**config.mk**
```make
export PLATFORM = sky130hd
export DESIGN_NAME = pc_fetch_unit_flat
export DESIGN_NICKNAME = d
export VERILOG_FILES = /design/src/rtl/pc_fetch_unit_if.sv /design/src/rtl/pc_fetch_unit.sv /design/src/flat_wrapper.sv
export SDC_FILE = /design/constraint.sdc
export NUM_CORES = 1
export LEC_CHECK = 0
export ABC_AREA = 1
export CAP_MARGIN = 20
export CORE_AREA = 2 2 197 199
export DETAILED_ROUTE_END_ITERATION = 12
export DIE_AREA = 0 0 199 201
export GPL_TIMING_DRIVEN = 0
export PLACE_DENSITY = 0.51
export SLEW_MARGIN = 25
export SYNTH_ARGS = -nofsm -noshare
export SYNTH_HDL_FRONTEND = slang
export SYNTH_SLANG_ARGS = --single-unit
export TNS_END_PERCENT = 10
```
**constraint.sdc**
```tcl
create_clock -name clk -period 10.32 [get_ports clk]
set_input_delay 2.064 -clock clk [delete_from_list [all_inputs] [get_ports clk]]
set_output_delay 2.064 -clock clk [all_outputs]
set_load 0.02 [all_outputs]
```
**src/rtl/pc_fetch_unit_if.sv**
```systemverilog
// Bundle of redirect, instruction-memory and decode-side handshakes for the fetch unit.
// The fetch unit takes the master view; the surrounding pipeline/memory takes the slave view.
interface pc_fetch_unit_if;
  logic        redirect_valid;
  logic [31:0] redirect_pc;
  logic        imem_req_valid;
  logic        imem_req_ready;
  logic [31:0] imem_req_addr;
  logic        imem_rsp_valid;
  logic [31:0] imem_rsp_data;
  logic        if_valid;
  logic        if_ready;
  logic [31:0] if_pc;
  logic [31:0] if_instr;
  logic        fetch_err;

  modport master (
    input  redirect_valid, redirect_pc, imem_req_ready, imem_rsp_valid, imem_rsp_data, if_ready,
    output imem_req_valid, imem_req_addr, if_valid, if_pc, if_instr, fetch_err
  );

  modport slave (
    output redirect_valid, redirect_pc, imem_req_ready, imem_rsp_valid, imem_rsp_data, if_ready,
    input  imem_req_valid, imem_req_addr, if_valid, if_pc, if_instr, fetch_err
  );
endinterface

```
**src/rtl/pc_fetch_unit.sv**
```systemverilog
// In-order instruction fetch: owns the fetch PC, tags in-flight requests, drops stale
// responses after a redirect and presents {pc, instr} to decode from a small registered queue.
module pc_fetch_unit #(
  parameter logic [31:0] RESET_PC = 32'h0000_3000,
  parameter int unsigned QDEPTH   = 2
) (
  input logic             clk,
  input logic             rst,
  pc_fetch_unit_if.master bus
);
  localparam int unsigned PW  = (QDEPTH > 1) ? $clog2(QDEPTH) : 1;
  localparam int unsigned CW  = $clog2(QDEPTH + 1);
  localparam int unsigned CW1 = CW + 1;
  localparam logic [PW-1:0] LAST_PTR = PW'(QDEPTH - 1);
  localparam logic [CW:0]   QDEPTH_W = CW1'(QDEPTH);

  typedef enum logic [1:0] {
    ST_BOOT  = 2'd0,
    ST_FETCH = 2'd1,
    ST_ERR   = 2'd2
  } state_t;

  function automatic logic [PW-1:0] ptr_inc(input logic [PW-1:0] ptr);
    if (ptr == LAST_PTR) begin
      return {PW{1'b0}};
    end else begin
      return ptr + PW'(1'b1);
    end
  endfunction

  state_t        state_r;
  logic          err_r;
  logic [31:0]   pc_r;
  logic [CW-1:0] inflight_r;
  logic [CW-1:0] drop_r;
  logic [31:0]   tag_r [QDEPTH];
  logic [PW-1:0] tag_rd_r;
  logic [PW-1:0] tag_wr_r;
  logic [31:0]   q_pc_r [QDEPTH];
  logic [31:0]   q_instr_r [QDEPTH];
  logic [PW-1:0] q_rd_r;
  logic [PW-1:0] q_wr_r;
  logic [CW-1:0] qcount_r;

  logic          redir_ok_s;
  logic          redir_bad_s;
  logic          req_valid_s;
  logic          req_fire_s;
  logic          rsp_s;
  logic          rsp_drop_s;
  logic          rsp_keep_s;
  logic          pop_s;
  logic [CW:0]   occupancy_s;
  logic [CW-1:0] inflight_next_s;

  // Every issued request reserves a queue slot, so in-flight plus queued never exceeds QDEPTH.
  assign occupancy_s     = {1'b0, inflight_r} + {1'b0, qcount_r};
  assign redir_ok_s      = (state_r == ST_FETCH) && bus.redirect_valid && (bus.redirect_pc[1:0] == 2'b00);
  assign redir_bad_s     = (state_r == ST_FETCH) && bus.redirect_valid && (bus.redirect_pc[1:0] != 2'b00);
  assign req_valid_s     = (state_r == ST_FETCH) && !bus.redirect_valid && (occupancy_s < QDEPTH_W);
  assign req_fire_s      = req_valid_s && bus.imem_req_ready;
  assign rsp_s           = bus.imem_rsp_valid && (inflight_r != {CW{1'b0}});
  assign rsp_drop_s      = rsp_s && (drop_r != {CW{1'b0}});
  assign rsp_keep_s      = rsp_s && (drop_r == {CW{1'b0}}) && !redir_ok_s;
  assign pop_s           = (qcount_r != {CW{1'b0}}) && bus.if_ready;
  assign inflight_next_s = inflight_r + CW'(req_fire_s) - CW'(rsp_s);

  assign bus.imem_req_valid = req_valid_s;
  assign bus.imem_req_addr  = pc_r;
  assign bus.if_valid       = (qcount_r != {CW{1'b0}});
  assign bus.if_pc          = q_pc_r[q_rd_r];
  assign bus.if_instr       = q_instr_r[q_rd_r];
  assign bus.fetch_err      = err_r;

  // Control FSM; a misaligned redirect parks the unit in ERR until reset.
  always_ff @(posedge clk or posedge rst) begin
    if (rst) begin
      state_r <= ST_BOOT;
      err_r   <= 1'b0;
    end else begin
      case (state_r)
        ST_BOOT: begin
          state_r <= ST_FETCH;
          err_r   <= 1'b0;
        end
        ST_FETCH: begin
          if (redir_bad_s) begin
            state_r <= ST_ERR;
            err_r   <= 1'b1;
          end else begin
            state_r <= ST_FETCH;
            err_r   <= 1'b0;
          end
        end
        ST_ERR: begin
          state_r <= ST_ERR;
          err_r   <= 1'b1;
        end
        default: begin
          state_r <= ST_ERR;
          err_r   <= 1'b1;
        end
      endcase
    end
  end

  // Fetch PC and outstanding/stale counters; a redirect marks everything still in flight as stale.
  always_ff @(posedge clk or posedge rst) begin
    if (rst) begin
      pc_r       <= RESET_PC;
      inflight_r <= {CW{1'b0}};
      drop_r     <= {CW{1'b0}};
    end else begin
      inflight_r <= inflight_next_s;
      if (redir_ok_s) begin
        pc_r   <= bus.redirect_pc;
        drop_r <= inflight_next_s;
      end else begin
        if (req_fire_s) begin
          pc_r <= pc_r + 32'd4;
        end
        if (rsp_drop_s) begin
          drop_r <= drop_r - CW'(1'b1);
        end
      end
    end
  end

  // Tag FIFO holding the PC of each live (non-stale) in-flight request.
  always_ff @(posedge clk or posedge rst) begin
    if (rst) begin
      tag_rd_r <= {PW{1'b0}};
      tag_wr_r <= {PW{1'b0}};
      for (int i = 0; i < QDEPTH; i++) begin
        tag_r[i] <= 32'd0;
      end
    end else if (redir_ok_s) begin
      tag_rd_r <= {PW{1'b0}};
      tag_wr_r <= {PW{1'b0}};
    end else begin
      if (req_fire_s) begin
        tag_r[tag_wr_r] <= pc_r;
        tag_wr_r        <= ptr_inc(tag_wr_r);
      end
      if (rsp_keep_s) begin
        tag_rd_r <= ptr_inc(tag_rd_r);
      end
    end
  end

  // Decode-side queue; entries are registered so decode never sees imem_rsp combinationally.
  always_ff @(posedge clk or posedge rst) begin
    if (rst) begin
      q_rd_r   <= {PW{1'b0}};
      q_wr_r   <= {PW{1'b0}};
      qcount_r <= {CW{1'b0}};
      for (int i = 0; i < QDEPTH; i++) begin
        q_pc_r[i]    <= 32'd0;
        q_instr_r[i] <= 32'd0;
      end
    end else if (redir_ok_s) begin
      q_rd_r   <= {PW{1'b0}};
      q_wr_r   <= {PW{1'b0}};
      qcount_r <= {CW{1'b0}};
    end else begin
      if (rsp_keep_s) begin
        q_pc_r[q_wr_r]    <= tag_r[tag_rd_r];
        q_instr_r[q_wr_r] <= bus.imem_rsp_data;
        q_wr_r            <= ptr_inc(q_wr_r);
      end
      if (pop_s) begin
        q_rd_r <= ptr_inc(q_rd_r);
      end
      qcount_r <= qcount_r + CW'(rsp_keep_s) - CW'(pop_s);
    end
  end
endmodule

```
**src/flat_wrapper.sv**
```systemverilog
// flat-port wrapper written by rule: the top's interface ports become plain ports
module pc_fetch_unit_flat 
#(
  parameter logic [31:0] RESET_PC = 32'h0000_3000,
  parameter int unsigned QDEPTH   = 2
)
  (clk, rst, bus_redirect_valid, bus_redirect_pc, bus_imem_req_ready, bus_imem_rsp_valid, bus_imem_rsp_data, bus_if_ready, bus_imem_req_valid, bus_imem_req_addr, bus_if_valid, bus_if_pc, bus_if_instr, bus_fetch_err);
  pc_fetch_unit_if bus_i ();
  input logic clk;
  input logic rst;
  input wire logic [$bits(bus_i.redirect_valid)-1:0] bus_redirect_valid;
  input wire logic [$bits(bus_i.redirect_pc)-1:0] bus_redirect_pc;
  input wire logic [$bits(bus_i.imem_req_ready)-1:0] bus_imem_req_ready;
  input wire logic [$bits(bus_i.imem_rsp_valid)-1:0] bus_imem_rsp_valid;
  input wire logic [$bits(bus_i.imem_rsp_data)-1:0] bus_imem_rsp_data;
  input wire logic [$bits(bus_i.if_ready)-1:0] bus_if_ready;
  output wire logic [$bits(bus_i.imem_req_valid)-1:0] bus_imem_req_valid;
  output wire logic [$bits(bus_i.imem_req_addr)-1:0] bus_imem_req_addr;
  output wire logic [$bits(bus_i.if_valid)-1:0] bus_if_valid;
  output wire logic [$bits(bus_i.if_pc)-1:0] bus_if_pc;
  output wire logic [$bits(bus_i.if_instr)-1:0] bus_if_instr;
  output wire logic [$bits(bus_i.fetch_err)-1:0] bus_fetch_err;
  assign bus_i.redirect_valid = bus_redirect_valid;
  assign bus_i.redirect_pc = bus_redirect_pc;
  assign bus_i.imem_req_ready = bus_imem_req_ready;
  assign bus_i.imem_rsp_valid = bus_imem_rsp_valid;
  assign bus_i.imem_rsp_data = bus_imem_rsp_data;
  assign bus_i.if_ready = bus_if_ready;
  assign bus_imem_req_valid = bus_i.imem_req_valid;
  assign bus_imem_req_addr = bus_i.imem_req_addr;
  assign bus_if_valid = bus_i.if_valid;
  assign bus_if_pc = bus_i.if_pc;
  assign bus_if_instr = bus_i.if_instr;
  assign bus_fetch_err = bus_i.fetch_err;
  pc_fetch_unit #(.RESET_PC(RESET_PC), .QDEPTH(QDEPTH)) u_core (.clk(clk), .rst(rst), .bus(bus_i));
endmodule
```
==> flow_metrics.tcl, run 1 <==
set metrics [dict create \
    status "complete, no violations" \
    maxSlewViolCount 0 \
    nNetsFinal 1712 \
    synth_common_cells "nand2_1 (621), dfrtp_1 (234), o21ai_0 (162), inv_1 (141), nor2_1 (48)" \
    pwr_density_cell_nw_per_um2 300 \
    core_um2 38100 \
    rrSetupSlack_ns 7.96 \
    drv_cap 0 \
    ys_seq_area_frac 0.528 \
    num_antenna_cells 0 \
    synth.most_common_cell "nand2_1" \
    syn_inst 1433 \
    drc 0 \
    crit_path_start "bus_redirect_valid" \
    clk_path_buf_depth 3 \
    cp-endpoint "bus_imem_req_valid" \
    synth_area_leaders "dfrtp_1 (52%), nand2_1 (21%), o21ai_0 (7.2%), inv_1 (4.7%), o21ai_1 (1.7%)" \
    synth-warning-count 0 \
    final_antenna_net_count 0 \
    grt_overflow 0 \
    die_area_um2 40000 \
    required_ns 8.26 \
    syn_to_final_growth_pct 30.6 \
    p_leak_nw 7.08 \
    post-place-ws_ns 4.75 \
    multi_input_area_um2 4380 \
    crit_fanout 3 \
    clkTransAtPathRegs_ns 0.06 \
    port_buffers 168 \
    ys_ff_latch 236 \
    use_met2 0.277 \
    cts_tree "built" \
    htreeDepth 1 \
    grt_busiest_layer "met2" \
    postCtsHoldBufs 0 \
    regToRegStartpoint "u_core.inflight_r[0]$_DFF_PP0_" \
    postSynth.asyncResetShare 1.00 \
    crit_type "primary input to primary output" \
    start_util 0.294 \
    numCtsBuffers 29 \
    use_met1 0.238 \
    skew_ns 0.0162 \
    insertion_delay_ns 0.56 \
    worstMarginPinSlew_ns 0.651 \
    via_per_inst 4.44 \
    track_usage 0.171 \
    dp_hpwl_mm 23.8 \
    end_kind "primary output" \
    antenna_found_initial 0 \
    grt_use_met3 0.0260 \
    hold_path_class "flip-flop to flip-flop" \
    synth_area_um2 11200 \
    wirelength_mm 33.5 \
    max-slew-margin-rel 0.566 \
    avgRoutedWirePerCell_um 15.4 \
    setup_slack_ns 4.74 \
    clock.fmax_mhz 179 \
    synth_cell_types 34 \
    rr_worst_depth 10 \
    cts.sinks 236 \
    holdWs_ns 0.477 \
    cts_setup_buffers 0 \
    yosysTopAreaCellShare 0.523 \
    register_area_um2 5910 \
    syn_avg_cell_area_um2 7.81 \
    dieWidth_um 199 \
    critPathArrivalTime_ns 3.51 \
    grt_max_degree 66 \
    place_congestion 0.865 \
    die_h_um 201 \
    row_count 72 \
    critPathLaunchType "primary input" \
    drt_iter0_markers 533 \
    synth-edff-count 0 \
    setup_viol 0 \
    drive_above_1_share 0.0857 \
    drt-pass1-iter-count 5 \
    fill_cells 4000 \
    root_buffer "clkbuf_16" \
    grt_first_pass_wirelength_mm 53.9 \
    syn-num-nets 1510 \
    hold_viol 0 \
    timing.final.crit_share 0.540 \
    irDropWorstVdd_mv 0.125 \
    ioPinCount 169 \
    rsz0062_at_grt "no" \
    synth_area_leader_cell "dfrtp_1" \
    vias 9654 \
    synthFlopType "dfrtp_1" \
    r2r-end "u_core.drop_r[0]$_DFFE_PP0P_" \
    cts_resized 0 \
    period_minus_slack_ns 5.58 \
    grt_pass1_vias 9604 \
]
[how the worst min path moves through the flow]
stage	from	end	slack (ns)	depth (start not counted)
after floorplan	u_core.q_pc_r[22]$_DFFE_PP0P_	u_core.q_pc_r[22]$_DFFE_PP0P_	0.45	2
after global routing	u_core.tag_r[38]$_DFFE_PP0P_	u_core.tag_r[38]$_DFFE_PP0P_	0.49	2
after detailed placement	u_core.q_pc_r[15]$_DFFE_PP0P_	u_core.q_pc_r[15]$_DFFE_PP0P_	0.47	2
after CTS	u_core.q_pc_r[16]$_DFFE_PP0P_	u_core.q_pc_r[16]$_DFFE_PP0P_	0.48	2
final	u_core.q_pc_r[29]$_DFFE_PP0P_	u_core.q_pc_r[29]$_DFFE_PP0P_	0.48	2
after global placement	u_core.q_pc_r[17]$_DFFE_PP0P_	u_core.q_pc_r[17]$_DFFE_PP0P_	0.46	2
[area by class of cell]
cell class,count,share of cell area
inverters,147,0.0384
multi-input cells,983,0.299
well taps,518,0.0443
repair buffers,171,0.121
flip-flops and latches,236,0.404
clock inverters,10,0.00898
plain buffers,67,0.0243
clock buffers,43,0.0600
[cells in the final DEF (no fill, tap or decap), drive strengths merged, types with 2 or more instances in the layout]
cell | synthesis | final
a21oi | 8 | 8
o211ai | 7 | 7
clkbuf | 25 | 68
or2 | 3 | 3
clkdlybuf4s50 | 0 | 168
ha | 6 | 6
dfrtp | 234 | 234
nand2 | 624 | 624
dfstp | 2 | 2
bufinv | 0 | 3
and2 | 2 | 2
inv | 145 | 146
xor2 | 9 | 9
nand3 | 41 | 41
buf | 42 | 45
xnor2 | 2 | 2
nor2 | 54 | 54
o21ai | 223 | 223
clkinv | 2 | 7
[critical path, cell delays in order]
cell	delay, ns
clkdlybuf4s50_1	0.49
nor2_2	0.21
nand3_1	0.10
inv_1	0.06
clkdlybuf4s50_1	0.60
[metrics by stage]
| step | power (mW) | cell area, µm² | TNS [ns] | instances | util |
|---|---|---|---|---|---|
| after floorplan | 2.56 | 11200 | 0 | 1433 | - |
| after global placement | 3.33 | 13500 | -412.49 | 2119 | 0.355 |
| after detailed placement | 3.35 | 13600 | 0 | 2122 | 0.357 |
| after CTS | 4.46 | 14600 | 0 | 2175 | 0.384 |
| after global routing | 4.73 | 14600 | 0 | 2175 | 0.384 |
| final | 4.39 | 14600 | 0 | 2175 | 0.384 |
[power by group]
group	leakage (nW)	switching [mW]	internal [mW]	total, mW
logic	3.53	1.08	0.700	1.78
clock network	0.501	0.407	0.660	1.07
registers	3.05	0.243	1.30	1.54
total	7.08	1.73	2.66	4.39
[flip-flops by register name, summed over array words and instances, names as in the netlist]
name and cells:
u_core.bus.fetch_err 1, u_core.bus.imem_req_addr 32, u_core.drop_r 2, u_core.inflight_r 2
u_core.q_instr_r 64, u_core.q_pc_r 64, u_core.q_rd_r 1, u_core.q_wr_r 1
u_core.qcount_r 2, u_core.state_r 1, u_core.tag_r 64, u_core.tag_rd_r 1
u_core.tag_wr_r 1
[per-layer routing]
| metal | wire length (µm) | up-vias |
|---|---|---|
| li1 | - | 4858 |
| met1 | 15500 | 4501 |
| met2 | 15500 | 258 |
| met3 | 1860 | 37 |
| met4 | 658 | 0 |
| met5 | 0 | - |
[logic make-up (layout without fill, tap and decap cells)]
group                    after synthesis  after routing  synth area share
XOR/XNOR                              11             11           0.00860
buffers and inverters                214            438            0.0812
flip-flops                           236            236             0.528
AO/OA/AOI/OAI                        240            240             0.117
adder cells (fa/ha/maj)                7              7           0.00849
AND/OR/NAND/NOR                      725            725             0.257
No activity file was read; power rests on OpenSTA's default activity.
==> run 2: changes to the inputs <==
==> constraint.sdc (replaced) <==
create_clock -name clk -period 5.38 [get_ports clk]
set_input_delay 1.076 -clock clk [delete_from_list [all_inputs] [get_ports clk]]
set_output_delay 1.076 -clock clk [all_outputs]
set_load 0.02 [all_outputs]
==> flow_metrics.tcl, run 2 (same netlist as run 1, synthesis figures left out) <==
set metrics [dict create \
    status "complete, no violations" \
    cts_tree "built" \
    end_kind "primary output" \
    period_minus_slack_ns 4.03 \
    htreeDepth 1 \
    track_usage 0.171 \
    pwr_density_cell_nw_per_um2 568 \
    met2_length_mm 15.4 \
    cts_resized 0 \
    vias 9713 \
    fin_total_pwr_mw 8.36 \
    cpPeakStageDelay_ns 0.70 \
    antenna_found_initial 0 \
    clock.fmax_mhz 248 \
    row_count 72 \
    path_cells "buf_2, clkbuf_1, clkbuf_1, nand2_1, o21ai_0, clkdlybuf4s50_1" \
    via_per_inst 4.46 \
    post-place-ws_ns 1.77 \
    dpl_cell_area_um2 13700 \
    cts.sinks 236 \
    holdPathStages 2 \
    numCtsBuffers 28 \
    die_h_um 201 \
    grt_pass1_vias 9800 \
    final_antenna_net_count 0 \
    worstMarginPinSlew_ns 0.626 \
    dieWidth_um 199 \
    setup_viol 0 \
    top_regs "u_core.q_instr_r x64, u_core.q_pc_r x64, u_core.tag_r x64" \
    hold_viol 0 \
    grt_max_degree 31 \
    irDropWorstVdd_mv 0.255 \
    timing.final.crit_share 0.748 \
    clk_path_buf_depth 3 \
    postLayoutCellArea_um2 14700 \
    port_buffers 168 \
    rr_worst_depth 10 \
    required_ns 4.30 \
    clkTransAtPathRegs_ns 0.06 \
    crit_type "flip-flop to primary output" \
    drive_above_1_share 0.0873 \
    p_leak_nw 7.11 \
    avgRoutedWirePerCell_um 15.4 \
    num_antenna_cells 0 \
    rsz0062_at_grt "no" \
    core_um2 38100 \
    skew_ns 0.0141 \
    wirelength_mm 33.5 \
    nNetsFinal 1717 \
    final_util 0.386 \
    drt-pass1-iter-count 5 \
    min_from "u_core.q_pc_r[25]$_DFFE_PP0P_" \
    crit_path_start "u_core.q_rd_r$_DFFE_PP0P_" \
    postCtsHoldBufs 0 \
    path_buf_inv 4 \
    syn_to_final_growth_pct 31.3 \
    ioPinCount 169 \
    dp.cells 2128 \
    critPathArrivalTime_ns 2.95 \
    drv_cap 0 \
    dr.max_layer_used "met4" \
    tns_ns 0 \
    grt_overflow 0 \
    cts_setup_buffers 0 \
    maxSlewViolCount 0 \
    die_area_um2 40000 \
    final_cell_mix "nand2_1 (621), dfrtp_1 (234), clkdlybuf4s50_1 (168)" \
    crit_cells 6 \
    final_cells 2179 \
    start_util 0.294 \
    max-slew-margin-rel 0.583 \
    cp_top_family "buffers and inverters" \
    regToRegStartpoint "u_core.qcount_r[0]$_DFF_PP0_" \
    critPathLaunchType "flip-flop" \
    drt-met1-wl_mm 15.4 \
    place_congestion 0.807 \
    crit_fanout 10 \
    insertion_delay_ns 0.56 \
    root_buffer "clkbuf_16" \
    dr_wl_met3_mm 1.98 \
    cp_slowest_cell "clkdlybuf4s50_1" \
    holdWs_ns 0.477 \
    drc 0 \
    final_common_cell "nand2_1" \
    setup_slack_ns 1.35 \
    drt_iter0_markers 587 \
    grt_first_pass_wirelength_mm 53.8 \
    dp_hpwl_mm 24.3 \
    crit_top_cell "clkbuf_1" \
    hold_path_class "flip-flop to flip-flop" \
]
[run 2: cell count changes in the layout (fill, tap and decap cells not counted), sizes merged]
cell      before  now
inv          146  144
clkbuf        68   69
bufinv         3    2
clkinv         7    5
clkinvlp       1    3
buf           45   51
[run 2: path summary, 6_finish.rpt]
| path | slack [ns] | end |
|---|---|---|
| min reg2reg | 0.48 | u_core.q_pc_r[25]$_DFFE_PP0P_ |
| min in group asynchronous | 0.87 | u_core.q_instr_r[56]$_DFFE_PP0P_ |
| min | 0.48 | u_core.q_pc_r[25]$_DFFE_PP0P_ |
| max reg2reg | 3.00 | u_core.drop_r[0]$_DFFE_PP0P_ |
| max in group asynchronous | 3.54 | u_core.bus.imem_req_addr[12]$_DFFE_PP1P_ |
| max | 1.35 | bus_if_pc[10] |
[run 2: per-layer routing]
layer,up-vias,track usage
met5,-,0
met3,44,0.0309
met1,4540,0.233
met2,259,0.278
met4,0,0.0480
li1,4870,-
[run 2: cell type report]
cell class                      instances  area [µm²]
Fill cell                            4050       23400
Sequential cell                       236        5910
Multi-Input combinational cell        983        4380
Timing Repair Buffer                  177        1880
Clock buffer                           44         882
Tap cell                              518         648
Inverter                              147         558
Buffer                                 67         355
Clock inverter                          7        90.1
[run 2: tightest hold or removal path, stage by stage, from the launching register on]
cell,delay (ns)
dfrtp_1,0.34
nand2_1,0.05
nand2_1,0.05
[run 2: power by group]
| group | internal [mW] | switching (mW) |
|---|---|---|
| logic | 1.35 | 2.07 |
| registers | 2.50 | 0.462 |
| clock network | 1.21 | 0.759 |
